[src/rtl/mem_arb_pkg.sv]
// Shared definitions for the instruction/data memory arbiter: FSM encoding and
// default geometry.
package mem_arb_pkg;

  localparam int unsigned DefAddrW     = 32;
  localparam int unsigned DefDataW     = 32;
  localparam int unsigned DefStarveMax = 4;

  typedef enum logic [1:0] {
    StIdle   = 2'd0,
    StServeI = 2'd1,
    StServeD = 2'd2
  } arb_state_e;

endpackage

[src/rtl/arb_starve_cnt.sv]
// Winner selection between fetch and load/store requests, with a saturating
// counter that bounds how many data grants may overtake a waiting fetch.
module arb_starve_cnt
  import mem_arb_pkg::*;
#(
  parameter int unsigned StarveMax = DefStarveMax
) (
  input  logic clk_i,
  input  logic reset_i,
  input  logic grant_en_i,
  input  logic i_req_i,
  input  logic d_req_i,
  input  logic i_block_i,
  input  logic d_block_i,
  output logic grant_i_o,
  output logic grant_d_o
);

  localparam int unsigned CntW = $clog2(StarveMax + 2);
  localparam logic [CntW-1:0] CntMax = CntW'(StarveMax);

  logic [CntW-1:0] cnt_q, cnt_d;
  logic            pick_i, pick_d;

  always_comb begin
    pick_i = i_req_i & (~d_req_i | (cnt_q == CntMax));
    pick_d = d_req_i & ~pick_i;
    // A blocked winner (its ack is in flight) means nobody is granted this cycle.
    grant_i_o = grant_en_i & pick_i & ~i_block_i;
    grant_d_o = grant_en_i & pick_d & ~d_block_i;

    cnt_d = cnt_q;
    if (grant_i_o) begin
      cnt_d = '0;
    end else if (grant_d_o) begin
      if (!i_req_i) begin
        cnt_d = '0;
      end else if (cnt_q != CntMax) begin
        cnt_d = cnt_q + CntW'(1);
      end
    end
  end

  always_ff @(posedge clk_i) begin
    if (reset_i) begin
      cnt_q <= '0;
    end else begin
      cnt_q <= cnt_d;
    end
  end

endmodule

[src/rtl/mem_arbiter.sv]
// Two-port (fetch / load-store) arbiter onto a single memory port. All outputs
// are registered; one access is outstanding at a time.
module mem_arbiter
  import mem_arb_pkg::*;
#(
  parameter int unsigned ADDR_W     = DefAddrW,
  parameter int unsigned DATA_W     = DefDataW,
  parameter int unsigned STARVE_MAX = DefStarveMax
) (
  input  logic              clk,
  input  logic              reset,
  input  logic              i_req,
  input  logic [ADDR_W-1:0] i_addr,
  output logic [DATA_W-1:0] i_rdata,
  output logic              i_ack,
  input  logic              d_req,
  input  logic              d_we,
  input  logic [ADDR_W-1:0] d_addr,
  input  logic [DATA_W-1:0] d_wdata,
  output logic [DATA_W-1:0] d_rdata,
  output logic              d_ack,
  output logic              m_req,
  output logic              m_we,
  output logic [ADDR_W-1:0] m_addr,
  output logic [DATA_W-1:0] m_wdata,
  input  logic [DATA_W-1:0] m_rdata,
  input  logic              m_ready,
  output logic              busy
);

  arb_state_e        state_q, state_d;
  logic              m_req_q, m_req_d;
  logic              m_we_q, m_we_d;
  logic [ADDR_W-1:0] m_addr_q, m_addr_d;
  logic [DATA_W-1:0] m_wdata_q, m_wdata_d;
  logic [DATA_W-1:0] i_rdata_q, i_rdata_d;
  logic [DATA_W-1:0] d_rdata_q, d_rdata_d;
  logic              i_ack_q, i_ack_d;
  logic              d_ack_q, d_ack_d;
  logic              busy_q, busy_d;
  logic              grant_i, grant_d;

  arb_starve_cnt #(
    .StarveMax (STARVE_MAX)
  ) u_starve_cnt (
    .clk_i      (clk),
    .reset_i    (reset),
    .grant_en_i (state_q == StIdle),
    .i_req_i    (i_req),
    .d_req_i    (d_req),
    .i_block_i  (i_ack_q),
    .d_block_i  (d_ack_q),
    .grant_i_o  (grant_i),
    .grant_d_o  (grant_d)
  );

  always_comb begin
    state_d   = state_q;
    m_req_d   = m_req_q;
    m_we_d    = m_we_q;
    m_addr_d  = m_addr_q;
    m_wdata_d = m_wdata_q;
    i_rdata_d = i_rdata_q;
    d_rdata_d = d_rdata_q;
    i_ack_d   = 1'b0;
    d_ack_d   = 1'b0;

    unique case (state_q)
      StIdle: begin
        if (grant_i) begin
          state_d   = StServeI;
          m_req_d   = 1'b1;
          m_we_d    = 1'b0;
          m_addr_d  = i_addr;
          m_wdata_d = '0;
        end else if (grant_d) begin
          state_d   = StServeD;
          m_req_d   = 1'b1;
          m_we_d    = d_we;
          m_addr_d  = d_addr;
          m_wdata_d = d_wdata;
        end
      end
      StServeI: begin
        if (m_ready) begin
          i_rdata_d = m_rdata;
          i_ack_d   = 1'b1;
          m_req_d   = 1'b0;
          state_d   = StIdle;
        end
      end
      StServeD: begin
        if (m_ready) begin
          // Stores complete the same way but leave the load data untouched.
          if (!m_we_q) begin
            d_rdata_d = m_rdata;
          end
          d_ack_d = 1'b1;
          m_req_d = 1'b0;
          state_d = StIdle;
        end
      end
      default: begin
        state_d = StIdle;
        m_req_d = 1'b0;
      end
    endcase

    busy_d = (state_d != StIdle);
  end

  always_ff @(posedge clk) begin
    if (reset) begin
      state_q   <= StIdle;
      m_req_q   <= 1'b0;
      m_we_q    <= 1'b0;
      m_addr_q  <= '0;
      m_wdata_q <= '0;
      i_rdata_q <= '0;
      d_rdata_q <= '0;
      i_ack_q   <= 1'b0;
      d_ack_q   <= 1'b0;
      busy_q    <= 1'b0;
    end else begin
      state_q   <= state_d;
      m_req_q   <= m_req_d;
      m_we_q    <= m_we_d;
      m_addr_q  <= m_addr_d;
      m_wdata_q <= m_wdata_d;
      i_rdata_q <= i_rdata_d;
      d_rdata_q <= d_rdata_d;
      i_ack_q   <= i_ack_d;
      d_ack_q   <= d_ack_d;
      busy_q    <= busy_d;
    end
  end

  assign m_req   = m_req_q;
  assign m_we    = m_we_q;
  assign m_addr  = m_addr_q;
  assign m_wdata = m_wdata_q;
  assign i_rdata = i_rdata_q;
  assign d_rdata = d_rdata_q;
  assign i_ack   = i_ack_q;
  assign d_ack   = d_ack_q;
  assign busy    = busy_q;

endmodule

[config.mk]
export PLATFORM = sky130hd
export DESIGN_NAME = mem_arbiter
export DESIGN_NICKNAME = d
export VERILOG_FILES = /design/src/rtl/mem_arb_pkg.sv /design/src/rtl/arb_starve_cnt.sv /design/src/rtl/mem_arbiter.sv
export SDC_FILE = /design/constraint.sdc
export NUM_CORES = 1
export LEC_CHECK = 0
export ABC_AREA = 1
export CAP_MARGIN = 10
export CORE_ASPECT_RATIO = 1.25
export CORE_UTILIZATION = 41
export CTS_CLUSTER_SIZE = 24
export DETAILED_ROUTE_END_ITERATION = 6
export PLACE_DENSITY = 0.81
export SLEW_MARGIN = 30
export SYNTH_ARGS = -nofsm -noshare
export SYNTH_HDL_FRONTEND = slang
export SYNTH_HIERARCHICAL = 1
export SYNTH_SLANG_ARGS = --single-unit
[constraint.sdc]
create_clock -name clk -period 2.4 [get_ports clk]
set_clock_uncertainty 0.2 [all_clocks]
set_input_delay 0.48 -clock clk [delete_from_list [all_inputs] [get_ports clk]]
set_output_delay 0.48 -clock clk [all_outputs]
set_load 0.05 [all_outputs]
After elaboration in Yosys (flattened, before gate mapping)
Index checks and enable logic that the tools add are counted.
Cells by class
  $add $sub $neg: 1
  eq/ne operators: 7
  muxes and demuxes: 17
  bitwise operators: 14
  reduce and logical (&&, ||, !) cells: 12
Operators with widths (number)
  $mux W32: 4
  $reduce_and A2 Y1: 4
  $reduce_or A2 Y1: 4
  $not A1 Y1: 7
  $and A1 B1 Y1: 6
  $mux W1: 6
  $mux W2: 3
  $mux W3: 2
  $ne A3 B3 Y1 const B: 2
  $ne A2 B1 Y1 const B: 2
  $pmux W2 S2: 1
  $reduce_bool A2 Y1: 2
  $add A3 B1 Y3 const B: 1
  $eq A3 B3 Y1 const B: 1
  $reduce_and A3 Y1: 1
  $eq A2 B1 Y1 const B: 1
  $eq A2 B2 Y1 const B: 1
  $logic_not A2 Y1: 1
  $pmux W1 S2: 1
  $or A1 B1 Y1: 1
Word-level totals
  bits in registers: 138
  input port bits: 134
  output and inout bits: 133
  logic and storage cells: 62

Longest topological paths before layout
Gate-level depths: netlist of run 1.
  word-level depth: 11
  mapped depth: 14
  depth with buffers taken out: 12

Cells and area by module
Netlist of run 1, hierarchy kept.
Modules (own cells, without submodules)
  mem_arbiter: instances 1, cells each 716, area each 5273.8 µm²
  arb_starve_cnt: instances 1, cells each 42, area each 259.0 µm²

Worst setup path before layout of run 1
Ideal clock, no wire load.
  path kind: flip-flop to flip-flop
  start: register d_ack_q, in the netlist d_ack
  end: register m_addr_q[0], in the netlist m_addr[0]
  setup time: 0.070 ns
  arrival: 1.649 ns
  setup slack: 0.480 ns
  cell stages (with the launch flop): 9
  path buffers: 3
  cells stage by stage: dfxtp_1 > nand3b_1 > nor2_4 > buf_2 > o21ai_2 > buf_6 > buf_4 > nand2_1 > a21oi_1
Between the ends
  longest elaborated chain between the ends: 4
RTL lines
  start: declaration: line mem_arbiter.sv:39  | logic d_ack_q, d_ack_d;
  start signal: assignment: line mem_arbiter.sv:133  | d_ack_q <= d_ack_d;
  $not A1 Y1: line arb_starve_cnt.sv:30  | grant_d_o = grant_en_i & pick_d & ~d_block_i;
  $and A1 B1 Y1: line arb_starve_cnt.sv:30
  net grant_d: line mem_arbiter.sv:41  | logic grant_i, grant_d;
  $reduce_bool A2 Y1 (no line)
  $reduce_and A2 Y1 (no line)
  end signal: assignment: line mem_arbiter.sv:128  | m_addr_q <= m_addr_d;
  end: declaration: line mem_arbiter.sv:34  | logic [ADDR_W-1:0] m_addr_q, m_addr_d;
The timed path passes the listed nets, and every way through them passes these cells.
A chain may end at the register's enable or synchronous reset.

Final worst setup path of run 1
  start: register m_we_q, in the netlist m_we
  end: output m_we
RTL lines
  start: declaration: line mem_arbiter.sv:33  | logic m_we_q, m_we_d;
  start signal: assignment: line mem_arbiter.sv:127  | m_we_q <= m_we_d;
  end: declaration: line mem_arbiter.sv:23  | output logic m_we,
No word-level cell between the ends.

==> impl_metrics.tcl, run 1 <==
set metrics [dict create \
    synth_edf_count 0 \
    synth_area_per_cell_um2 7.299 \
    antenna_found_initial 0 \
    ys_seq_elements 138 \
    grtUsageTotal_pct 24.59 \
    clk_pin_slew_ns 0.06 \
    pre_cts_slack_ns -0.1557 \
    synth.top_cell.area_share_pct 49.93 \
    ys.flop_type "dfxtp_1" \
    place_congestion 0.8066 \
    yosys.area.top_type "dfxtp_1" \
    ys_seq_area_share_pct 49.93 \
    row_count 47 \
    fin_cells 1192 \
    hold_viol 0 \
    design_area_um2 8994 \
    critical_path_required_ns 1.72 \
    async_reset_ff_share_pct 0 \
    setup_tns_ns 0 \
    grt_max_degree 70 \
    path_class "reg2out" \
    drv_cap 0 \
    hold_slack_ns 0.2604 \
    period_minus_slack_ns 2.348 \
    syn_to_final_growth_pct 62.55 \
    place.port_buffers 266 \
    cp-start-kind "flip-flop" \
    fin_util_pct 67.97 \
    critPathTopFamily "buffers and inverters" \
    synth_nets 898 \
    rsz0062_at_grt "no" \
    firstDrtPassIters 4 \
    layout-drive-gt1-share_pct 6.464 \
    coreArea_um2 13230 \
    yosys-top-cells-area "dfxtp_1 50%, nand2_1 15%, nor2_1 9.6%" \
    cp_max_fo 3 \
    die_x_um 105.9 \
    drc 0 \
    drv_slew 0 \
    cts_tree "built" \
    hp-class "reg2reg" \
    cp.arrival_ns 1.67 \
    syn-instance-count 758 \
    ir_drop_mv 0.5196 \
    totalWireLength_um 17240 \
    grt_pass1_vias 5510 \
    io_pins 267 \
    setup_viol 0 \
    cp_cell_sequence "clkdlybuf4s50_1" \
    cts-buffers-inserted 17 \
    status "complete, no violations" \
    placedInstanceArea_um2 8338 \
    clock_sinks 138 \
    yosysMostFrequentCell "nand2_1" \
    die_y_um 131.9 \
    period_share_pct 97.84 \
    worstMarginPinSlew_ns 0.5818 \
    initial_core_util_pct 41.82 \
    fin_nets 1148 \
    first_iter_violations 305 \
    htree_levels 4 \
    clk_path_buf_depth 2 \
    power_mw 7.867 \
    die_area_um2 13970 \
    crit_buf_inv 1 \
    dp_cells 1159 \
    grt_pass1_wl_um 27150 \
    clock.fmax_mhz 425.8 \
    worst_slack_ns 0.05175 \
    routed_via_density 4.842 \
    ant_nets 0 \
    synthesis.area_um2 5533 \
    max_stage_delay_ns 0.85 \
    slew_headroom_pct 61.07 \
    synthTopCellsByCount "222 x nand2_1, 141 x nor2_1, 138 x dfxtp_1, 67 x a21oi_1, 50 x o21ai_0" \
    hpwl_um 11750 \
    num_vias 5772 \
    cts_root_buf "clkbuf_16" \
    yosysWarnings 6 \
    synth.distinct_cells 24 \
    slowest_stage "clkdlybuf4s50_1" \
    wire_per_inst_um 14.46 \
    cp-end-kind "primary output" \
    clk_latency_ns 0.42 \
    p_leak_nw 3.599 \
    grt-ovfl-total 0 \
    diodes 0 \
    cellPowerDensity_nw_per_um2 874.8 \
]
## routing by layer
metal / up-vias / routed length (um) / share of wire [%] / GRT usage [%]
li1: 2940 / - / - / -
met1: 2606 / 6942 / 40 / 27.77
met2: 197 / 8663 / 50 / 42.67
met3: 29 / 1202 / 7.0 / 7.266
met4: 0 / 431 / 2.5 / 10.65
met5: - / 0 / 0 / 0
## report_power, final
group	leakage, nW	switching (mW)	total, mW	internal (mW)
Combinational	2.17	1.54	2.39	0.851
Sequential	1.12	0.121	2.64	2.52
Clock	0.303	1.07	2.84	1.76
Total	3.60	2.73	7.87	5.14
## state kept, by name (all words and copies together), names as in the netlist, 2 cells and up
register            flops
d_rdata                32
i_rdata                32
m_addr                 32
m_wdata                32
state_q                 2
u_starve_cnt/cnt_q      3
## worst paths after layout
kind,depth (start not counted),slack [ns],end,startpoint
setup / recovery,1,0.05,m_we,m_we
hold / removal,2,0.26,m_wdata[23],m_wdata[23]
setup reg to reg,8,0.17,m_addr[20],state_q[0]
hold reg to reg,2,0.26,m_wdata[23],m_wdata[23]
## area by class of cell
class | instances | area (um^2)
multi-input cells | 547 | 2425
clock inverters | 15 | 215.2
inverters | 18 | 67.56
fillers | 1117 | 4238
repair buffers | 286 | 2884
flip-flops and latches | 138 | 2763
well taps | 171 | 214.0
clock buffers | 17 | 425.4
## what timing repair did
| action | CTS | global route |
|---|---|---|
| setup buffers | 0 | 0 |
| gates resized for setup | 0 | 2 |
| endpoints found under the hold margin | 0 | 0 |
| hold buffers | 0 | 0 |
| setup endpoints to repair | 0 | 30 |
## layout by cell type (no fill, tap or decap), types with 6 or more instances in the layout
cell type        Yosys  layout
a21oi_1             67      67
buf_12               0       6
buf_4               14      14
clkbuf_16            0      17
clkdlybuf4s50_1      0     264
dfxtp_1            138     138
ha_1                 6       6
inv_1               16      16
nand2_1            222     222
nand4_1             33      33
nor2_1             141     140
o21ai_0             50      50
o21ai_1             15      15
## logic make-up (layout without fill, tap and decap cells)
| kind of cell | count (synthesis) | in the layout | synth area share (%) |
|---|---|---|---|
| simple gates | 406 | 407 | 29.69 |
| fa+ha+maj | 6 | 6 | 1.357 |
| buf+inv | 74 | 336 | 6.716 |
| compound gates | 134 | 134 | 12.30 |
| flops | 138 | 138 | 49.93 |
Power figures use the tool's default switching activity.
==> run 2, diff against run 1 <==
--- a/config.mk
+++ b/config.mk
@@ -12,6 +12,7 @@
 export CTS_CLUSTER_SIZE = 24
 export DETAILED_ROUTE_END_ITERATION = 6
 export PLACE_DENSITY = 0.81
+export REMOVE_ABC_BUFFERS = 1
 export SLEW_MARGIN = 30
 export SYNTH_ARGS = -nofsm -noshare
 export SYNTH_HDL_FRONTEND = slang
==> impl_metrics.tcl, run 2 (synthesis results as in run 1) <==
set metrics [dict create \
    slowest_stage "clkdlybuf4s50_1" \
    fin_nets 1152 \
    nFillCells 1137 \
    cts.repair.resized 0 \
    grt_max_degree 66 \
    die_y_um 131.9 \
    clk_path_buf_depth 2 \
    cp-start-kind "flip-flop" \
    coreArea_um2 13230 \
    grt_pass1_vias 5395 \
    hpwl_um 11700 \
    drv_cap 0 \
    clockPowerShare_pct 34.6 \
    period_share_pct 96.39 \
    clock.fmax_mhz 432.3 \
    path_class "reg2out" \
    cts_tree "built" \
    htree_levels 4 \
    hold_slack_ns 0.2221 \
    p_int_mw 5.022 \
    first_iter_violations 289 \
    drv_slew 0 \
    clk_pin_slew_ns 0.06 \
    layout_commonest_cell "clkdlybuf4s50_1" \
    period_minus_slack_ns 2.313 \
    cp_max_fo 3 \
    layout_common_cells "264 x clkdlybuf4s50_1, 222 x nand2_1, 140 x nor2_1, 138 x dfxtp_1, 67 x a21oi_1" \
    place.port_buffers 266 \
    diodes 0 \
    clk_latency_ns 0.41 \
    ir_drop_mv 0.4990 \
    p_sw_share_pct 34.49 \
    cts_root_buf "clkbuf_16" \
    routed_via_density 4.821 \
    worst_slack_ns 0.08661 \
    totalWireLength_um 16860 \
    num_vias 5766 \
    cp-end-kind "primary output" \
    critPathTopFamily "buffers and inverters" \
    cp.arrival_ns 1.63 \
    pre_cts_slack_ns -0.1122 \
    io_pins 267 \
    hold_viol 0 \
    pwr-share-seq_pct 34.4 \
    fin_cells 1196 \
    p_leak_nw 3.594 \
    firstDrtPassIters 5 \
    initial_core_util_pct 41.82 \
    syn_to_final_growth_pct 61.94 \
    grtUsageTotal_pct 24.18 \
    max_stage_delay_ns 0.85 \
    critical_path_required_ns 1.72 \
    row_count 47 \
    status "complete, no violations" \
    layout-drive-gt1-share_pct 6.732 \
    regToRegSetupSlack_ns 0.22 \
    power_frac_comb_pct 31.0 \
    ant_nets 0 \
    dp_cells 1164 \
    clock_sinks 138 \
    grt_pass1_wl_um 26670 \
    place_congestion 0.8210 \
    die_x_um 105.9 \
    crit_buf_inv 1 \
    cts_setup_buffers 0 \
    grt-ovfl-total 0 \
    cellPowerDensity_nw_per_um2 855.5 \
    setup_tns_ns 0 \
    hp-class "in2reg" \
    worstMarginPinSlew_ns 0.7040 \
    p_switching_mw 2.644 \
    die_area_um2 13970 \
    slew_headroom_pct 52.95 \
    wire_per_inst_um 14.09 \
    rsz0062_at_grt "no" \
    cts_hold_buf 0 \
    cp_cell_sequence "clkdlybuf4s50_1" \
    antenna_found_initial 0 \
    setup_viol 0 \
    cts-buffers-inserted 17 \
    drc 0 \
]
==> run 2: routing by layer <==
metal | GRT usage (%) | vias up | share of wire [%]
li1 | - | 2942 | -
met1 | 26.31 | 2579 | 40
met2 | 41.36 | 221 | 48
met3 | 10.28 | 24 | 9.8
met4 | 9.336 | 0 | 2.0
met5 | 0 | - | 0
==> run 2: final timing paths <==
kind	end	depth (start not counted)	from
setup / recovery	d_ack	1	d_ack
setup reg to reg	m_addr[20]	8	state_q[1]
hold reg to reg	m_wdata[21]	2	m_wdata[21]
hold / removal	d_ack	2	reset
==> run 2: layout make-up <==
class                      count  area (um^2)  share of cell area (%)
clock buffer                  19        432.9                   4.832
clock inverter                13        166.4                   1.857
inverter                      18        67.56                  0.7541
multi-input combinational    546         2411                   26.91
sequential                   138         2763                   30.83
tap                          171        214.0                   2.388
timing repair buffer         291         2905                   32.43
==> run 2: metrics by stage <==
stage	power (mW)	util (%)	instance area, um^2
2_1_floorplan	4.054	-	5229
3_3_place_gp	5.035	63.19	8361
3_5_place_dp	5.059	63.19	8361
4_1_cts	7.731	67.72	8960
5_1_grt	8.028	67.72	8960
6_report	7.665	67.72	8960
==> run 2: power groups by stage <==
| stage | combinational (mW) | clock (mW) | sequential, mW |
|---|---|---|---|
| 2_1_floorplan | 0.620 | 0 | 3.43 |
| 3_3_place_gp | 2.36 | 0 | 2.67 |
| 3_5_place_dp | 2.38 | 0 | 2.68 |
| 4_1_cts | 2.39 | 2.71 | 2.63 |
| 5_1_grt | 2.53 | 2.83 | 2.66 |
| 6_report | 2.37 | 2.66 | 2.63 |
==> run 3, diff against run 2 <==
--- a/config.mk
+++ b/config.mk
@@ -6,7 +6,7 @@
 export NUM_CORES = 1
 export LEC_CHECK = 0
 export ABC_AREA = 1
-export CAP_MARGIN = 10
+export CAP_MARGIN = 20
 export CORE_ASPECT_RATIO = 1.25
 export CORE_UTILIZATION = 41
 export CTS_CLUSTER_SIZE = 24
==> results of run 3 <==
Final layout, timing and power as in run 2 (identical DEF).
